File: config.mk
export PLATFORM = sky130hd
export DESIGN_NAME = if_stage
export DESIGN_NICKNAME = d
export VERILOG_FILES = /design/src/rtl/if_stage.sv
export SDC_FILE = /design/constraint.sdc
export NUM_CORES = 1
export LEC_CHECK = 0
export BUFFER_PORTS_ARGS = -buffer_cell sky130_fd_sc_hd__buf_4
export CORE_UTILIZATION = 45
export DETAILED_ROUTE_END_ITERATION = 10
export HOLD_SLACK_MARGIN = 0.15
export PLACE_DENSITY = 0.73
export RECOVER_POWER = 25
export SLEW_MARGIN = 0
export SYNTH_ARGS = -nofsm -noshare
export SYNTH_HDL_FRONTEND = slang
export SYNTH_SLANG_ARGS = --single-unit
File: constraint.sdc
create_clock -name clk -period 2.1 [get_ports clk]
set_input_delay 0.42 -clock clk [delete_from_list [all_inputs] [get_ports clk]]
set_output_delay 0.42 -clock clk [all_outputs]
set_load 0.1 [all_outputs]
File: src/rtl/if_stage.sv
`default_nettype none
// ============================================================================
// Module      : if_stage
// Description : Instruction-fetch stage. Issues one fetch at a time to the
//               instruction SRAM via a req/addr_ok/data_ok handshake, buffers
//               the returned word for ID and handles EX redirects, which can
//               cancel a fetch that is already in flight.
// Revision    : 1.0 - initial release
// ----------------------------------------------------------------------------
// Ports
//   clk               : clock, all state updates on the rising edge
//   resetn            : asynchronous active-low reset
//   inst_sram_req     : fetch request valid
//   inst_sram_addr    : fetch address
//   inst_sram_addr_ok : request accepted when req and addr_ok are both high
//   inst_sram_data_ok : read data returned
//   inst_sram_rdata   : read data, valid with data_ok
//   br_taken          : one-cycle redirect pulse from EX
//   br_target         : redirect address, valid with br_taken
//   ds_allowin        : ID can accept an instruction this cycle
//   fs_to_ds_valid    : fs_pc / fs_inst / fs_adef are valid for ID
//   fs_pc             : PC of the presented instruction
//   fs_inst           : presented instruction word
//   fs_adef           : fs_pc is misaligned and fs_inst is zero
// ============================================================================
module if_stage #(
    parameter logic [31:0] RESET_PC = 32'h1c000000
) (
    input  logic        clk,
    input  logic        resetn,
    output logic        inst_sram_req,
    output logic [31:0] inst_sram_addr,
    input  logic        inst_sram_addr_ok,
    input  logic        inst_sram_data_ok,
    input  logic [31:0] inst_sram_rdata,
    input  logic        br_taken,
    input  logic [31:0] br_target,
    input  logic        ds_allowin,
    output logic        fs_to_ds_valid,
    output logic [31:0] fs_pc,
    output logic [31:0] fs_inst,
    output logic        fs_adef
);

    typedef enum logic [1:0] {
        S_REQ  = 2'd0,
        S_WAIT = 2'd1,
        S_HOLD = 2'd2
    } state_t;

    state_t      state;
    logic [31:0] pc;
    logic [31:0] req_pc;
    logic        cancel;
    logic        aligned;
    logic        accept;

    assign aligned = (pc[1:0] == 2'b00);

    // The request is qualified with resetn so that nothing is presented to
    // the SRAM while reset is held, even though state/pc already hold their
    // post-reset values.
    assign inst_sram_req  = resetn & (state == S_REQ) & aligned;
    assign inst_sram_addr = pc;
    assign accept         = inst_sram_req & inst_sram_addr_ok;

    // A redirect in the same cycle invalidates whatever is being presented.
    assign fs_to_ds_valid = (state == S_HOLD) & ~br_taken;

    always_ff @(posedge clk or negedge resetn) begin
        if (!resetn) begin
            state   <= S_REQ;
            pc      <= RESET_PC;
            req_pc  <= 32'h0;
            cancel  <= 1'b0;
            fs_pc   <= 32'h0;
            fs_inst <= 32'h0;
            fs_adef <= 1'b0;
        end else begin
            case (state)
                S_REQ: begin
                    if (!aligned) begin
                        // Misaligned PC: deliver an address-error bubble
                        // instead of fetching, unless it is on a path that
                        // is being redirected away right now.
                        if (!br_taken) begin
                            fs_pc   <= pc;
                            fs_adef <= 1'b1;
                            fs_inst <= 32'h0;
                            state   <= S_HOLD;
                        end
                    end else if (accept) begin
                        req_pc <= pc;
                        // Fetch accepted together with a redirect is on the
                        // wrong path; mark it so its data is dropped.
                        cancel <= br_taken;
                        state  <= S_WAIT;
                    end
                end
                S_WAIT: begin
                    if (inst_sram_data_ok) begin
                        if (cancel || br_taken) begin
                            cancel <= 1'b0;
                            state  <= S_REQ;
                        end else begin
                            fs_inst <= inst_sram_rdata;
                            fs_pc   <= req_pc;
                            fs_adef <= 1'b0;
                            state   <= S_HOLD;
                        end
                    end else if (br_taken) begin
                        cancel <= 1'b1;
                    end
                end
                S_HOLD: begin
                    if (br_taken || ds_allowin) begin
                        state <= S_REQ;
                    end
                end
                default: begin
                    state <= S_REQ;
                end
            endcase

            // Redirect wins over sequential advance in every state.
            if (br_taken) begin
                pc <= br_target;
            end else if (state == S_REQ && (accept || !aligned)) begin
                pc <= pc + 32'd4;
            end
        end
    end

endmodule
`default_nettype wire
## Word level (Yosys, flattened, before mapping)

Index checks and enable logic that the tools add are counted.

| word-level totals | value |
|---|---|
| register bits | 132 |
| latch bits | 0 |
| memory bits (writable) | 0 |
| bits in read-only memories | 0 |
| input bits | 70 |
| word-level logic and storage cells | 69 |
| memories | 0 |

| cells by class | value |
|---|---|
| add/sub/neg operators | 1 |
| multiply operators | 0 |
| div/mod/pow operators | 0 |
| order comparisons | 0 |
| equal/unequal tests | 13 |
| shift-type cells | 0 |
| multiplexer cells | 30 |
| bitwise logic cells | 5 |
| reduce and logical (&&, ||, !) cells | 13 |

Operators with widths:

| cell | count |
|---|---|
| 32-bit two-way mux | 10 |
| 32-bit one-hot mux with 2 select lines | 2 |
| 32-bit by 3-bit adder with 32-bit output (second input constant) | 1 |
| 2-bit two-way mux | 6 |
| 2-bit inequality test (second input constant) | 6 |
| 3-bit inequality test (second input constant) | 4 |
| 5-bit AND reduction | 2 |
| 1-bit two-way mux | 9 |
| 2-bit one-hot mux with 3 select lines | 1 |
| 1-bit bitwise AND | 4 |
| 2-bit logical NOT | 2 |
| 1-bit one-hot mux with 2 select lines | 2 |
| 4-bit AND reduction | 1 |
| 2-bit nonzero test | 2 |
| 1-bit logical OR | 3 |
| 3-bit AND reduction | 1 |
| 2-bit by 1-bit equality test with 1-bit output (second input constant) | 1 |
| 2-bit equality test (second input constant) | 1 |
| 2-bit by 1-bit inequality test with 1-bit output (second input constant) | 1 |
| 1-bit logical AND | 1 |
| 1-bit logical NOT | 1 |
| 1-bit NOT | 1 |

## Longest topological paths before layout

| depth | value |
|---|---|
| word-level depth | 8 |
| gate-level depth with buffers | 7 |

## Least setup slack after synthesis

OpenSTA, ideal clock, no wires.

| timing path | value |
|---|---|
| kind | in2out |
| start point | input br_taken |
| end point | output fs_to_ds_valid |
| data arrival time | 2,904 ps |
| data required time | 1,680 ps |
| slack | -1,224 ps |
| stages on the path | 3 |
| path buffers | 2 |
| path through | clkbuf_1 -> clkbuf_1 -> nor3_1 |

| on the way | value |
|---|---|
| longest elaborated chain between the ends | 2 |

Ends and longest elaborated chain:

| item | line | RTL |
|---|---|---|
| start, declared | 36 | `input logic br_taken,` |
| 1-bit NOT | 68 | `assign fs_to_ds_valid = (state == S_HOLD) & ~br_taken;` |
| 1-bit bitwise AND | 68 |  |
| end, declared | 39 | `output logic fs_to_ds_valid,` |

Every way passes these cells.

## Worst setup path after layout

| timing path | value |
|---|---|
| start point | register state[1] |
| end point | output inst_sram_req |

| on the way | value |
|---|---|
| longest elaborated chain between the ends | 3 |

Ends and longest elaborated chain:

| item | line | RTL |
|---|---|---|
| start, declared | 51 | `state_t state;` |
| start signal, assigned | 72 | `state <= S_REQ;` |
| start signal, assigned | 90 | `state <= S_HOLD;` |
| start signal, assigned | 97 | `state <= S_WAIT;` |
| 2-bit logical NOT | 63 | `assign inst_sram_req = resetn & (state == S_REQ) & aligned;` |
| 1-bit bitwise AND (2 in series) | 63 |  |
| end, declared | 31 | `output logic inst_sram_req,` |

Every way passes these cells.

==> results.txt <==
WL/cell - 16.8 µm
met3 usage - 0.0613
final hold viol count - 0
MaxCap Viol Count - 0
Synth area leaders - dfrtp_1 (54%), nand2_1 (7.5%), mux2_2 (6.1%)
gr busiest metal - met2
cell leakage power - 3.83 nW
Synth Warn # - 0
Chip Width - 117 µm
area of the die - 13700 µm²
GR Layer Usage met1 - 0.315
Slew HR - 0.354
Main synth FF type - dfrtp_1
Num CTS Buffers - 17
row count - 41
clock buffer depth - 2
Placer Congestion - 0.805
Layout area overhead - 38.7%
fin crit period - 2.06 ns
layout cell share with drive strength beyond 1 - 0.379
Fmax - 0.486 GHz
synthesized instance count - 584
Clock Skews - 0.00561 ns
port bufs - 168
RSZ-0062 raised after global routing - yes
gr ovfl total - 0
Via-to-Cell Ratio - 5.44
global-route wire length before repair - 25.0 mm
CP required - 1.68 ns
Post-Place Cells - 911
worst-path maximum fanout - 5
HP Class - in -> reg
# DRC - 0
Root Driver - clkbuf_16
Worst Slack Setup Final - 0.0431 ns
Core ar. - 12800 µm²
post-route insts no fill - 947
synthesized net count - 655
drt pass-1 iters - 4
initial antenna violation count - 0
Yosys top cell by area - dfrtp_1
vias in the first global route - 5013
pin count of the biggest net entering global routing - 105
Slew Viols, Final - 0
final period utilization - 0.979
Yosys top cell area share - 0.543
flops & latches, synth - 132
IO Count - 169
clk sinks - 132
Nets - 834
remaining antenna violation count - 0
Cell variety after synth - 39
total wire length - 15.9 mm
GRT Total Usage - 0.245
Post-DP HPWL - 11.1 mm
global routing usage on met2 - 0.399
DRT iter0 DRCs - 332
Setup crit end kind - primary output
crit path DAT - 1.64 ns
Core Util, Final - 0.646
Clock Latency Late Sink - 0.42 ns
vias - 5149
Placement Setup Slack - -0.0204 ns
H-tree depth - 4
Worst-Margin Slew - 0.968 ns
# diodes - 0
Clock transition at path regs - 0.05 ns
Setup CP Type - reg -> out
Post-synth EDFFs - 0
VDD IR max - 0.933 mV
synthesized area - 5950 µm²
Synth async-reset ratio - 1.00
Initial Util - 0.466
die extent in y - 117 µm
PD cells - 1260 nW/µm²
syn avg cell area - 10.2 µm²
outcome - finished, final reports clean
Worst setup SP type - flop
CTS tree - yes
sequential fraction of the synthesis area - 0.556
setup violators final - 0
repair_timing:
item	in CTS	in global routing
setup endpoints to repair	1	9
hold endpoints to repair	9	0
setup buffers	0	3
gates resized for setup	6	4
pin swaps	0	4
hold buffers	2	0
report_power, final:
group	switching, mW	internal [mW]	total (mW)
Sequential	0.378	3.12	3.50
Combinational	3.11	0.981	4.10
Clock	1.02	1.77	2.79
Total	4.52	5.87	10.4
cells in the mapped netlist (all sizes together) (2+ instances only):
cell type and n:
dfrtp 129, nand2 119, nand3 46, o21ai 40
clkbuf 32, mux2 32, mux2i 29, nor2 25
or4 22, a31oi 19, o31ai 18, nand4 11
a21oi 5, and3 5, and4 5, buf 5
inv 5, and2 4, o211ai 4, xnor2 4
a211oi 3, dfstp 3, xor2 3, a211o 2
nand2b 2, nor3 2
registers in the layout, summed over array words and instances (netlist names):
signal          count
state               2
cancel              1
fs_inst            32
fs_pc              32
fs_adef             1
req_pc             32
inst_sram_addr     32
worst paths after layout:
check / from / to / slack, ns / cells after the start
max: state[1]$_DFFE_PN0P_ / inst_sram_req / 0.04 / 5
min: ds_allowin / state[1]$_DFFE_PN0P_ / 0.18 / 2
max reg2reg: inst_sram_addr[1]$_DFFE_PN0P_ / inst_sram_addr[29]$_DFFE_PN0P_ / 0.04 / 4
min reg2reg: fs_inst[22]$_DFFE_PN0P_ / fs_inst[22]$_DFFE_PN0P_ / 0.47 / 2
max in group asynchronous: resetn / inst_sram_addr[7]$_DFFE_PN0P_ / 0.39 / 4
min in group asynchronous: resetn / inst_sram_addr[26]$_DFFE_PN1P_ / 0.66 / 3
layout make-up:
class | count | area, µm²
multi-input combinational | 410 | 2560
inverter | 5 | 18.8
clock inverter | 4 | 45.0
clock buffer | 27 | 513
tap | 172 | 215
fill | 1045 | 4520
sequential | 132 | 3360
timing repair buffer | 197 | 1540
per-layer routing:
metal	routed length (µm)	part of all wire
met4	303	0.019
met1	6840	0.43
met5	0	0
met3	660	0.041
met2	8130	0.51
cell families (layout without fill, tap and decap cells):
kind of cell	count (synthesis)	in the layout	share of synthesized area
and+or+nand+nor	247	247	0.197
adders and majority gates	1	1	0.00210
muxes	61	61	0.109
DFF	132	132	0.556
buffers and inverters	42	233	0.0282
xor gates and xnor gates	7	7	0.0103
AOI/OAI and AO/OA	94	94	0.0968
worst max-delay path: stages (launching register included):
cell	delay, ns
dfrtp_1	0.38
buf_4	0.17
nor2_4	0.14
buf_4	0.15
and3_4	0.20
buf_12	0.17
cells in the final DEF, fill, tap and decap left out, types with 4 or more instances in the layout:
| master | instances |
|---|---|
| a21oi_1 | 5 |
| a31oi_1 | 19 |
| and3_1 | 4 |
| and4_1 | 5 |
| buf_12 | 4 |
| buf_4 | 188 |
| clkbuf_1 | 6 |
| clkbuf_16 | 17 |
| clkbuf_8 | 5 |
| dfrtp_1 | 104 |
| dfrtp_2 | 16 |
| dfrtp_4 | 9 |
| inv_1 | 5 |
| mux2_2 | 32 |
| mux2i_1 | 29 |
| nand2_1 | 119 |
| nand3_1 | 45 |
| nand4_1 | 11 |
| nor2_1 | 24 |
| o211ai_1 | 4 |
| o21ai_0 | 40 |
| o31ai_1 | 18 |
| or4_1 | 19 |
| xnor2_1 | 4 |
per-stage QoR:
stage | setup TNS [ns] | total power [mW] | cell area (µm²) | hold WS, ns
floorplan | -0.505 | 6.57 | 6040 | 0.124
global placement | 0 | 7.55 | 7610 | 0.381
detailed placement | -0.0494 | 7.63 | 7610 | 0.383
CTS | 0 | 10.5 | 8220 | 0.168
global route | -0.0195 | 10.8 | 8250 | 0.167
finish | 0 | 10.4 | 8250 | 0.180
Note: power is estimated with default switching activity, not from simulation.
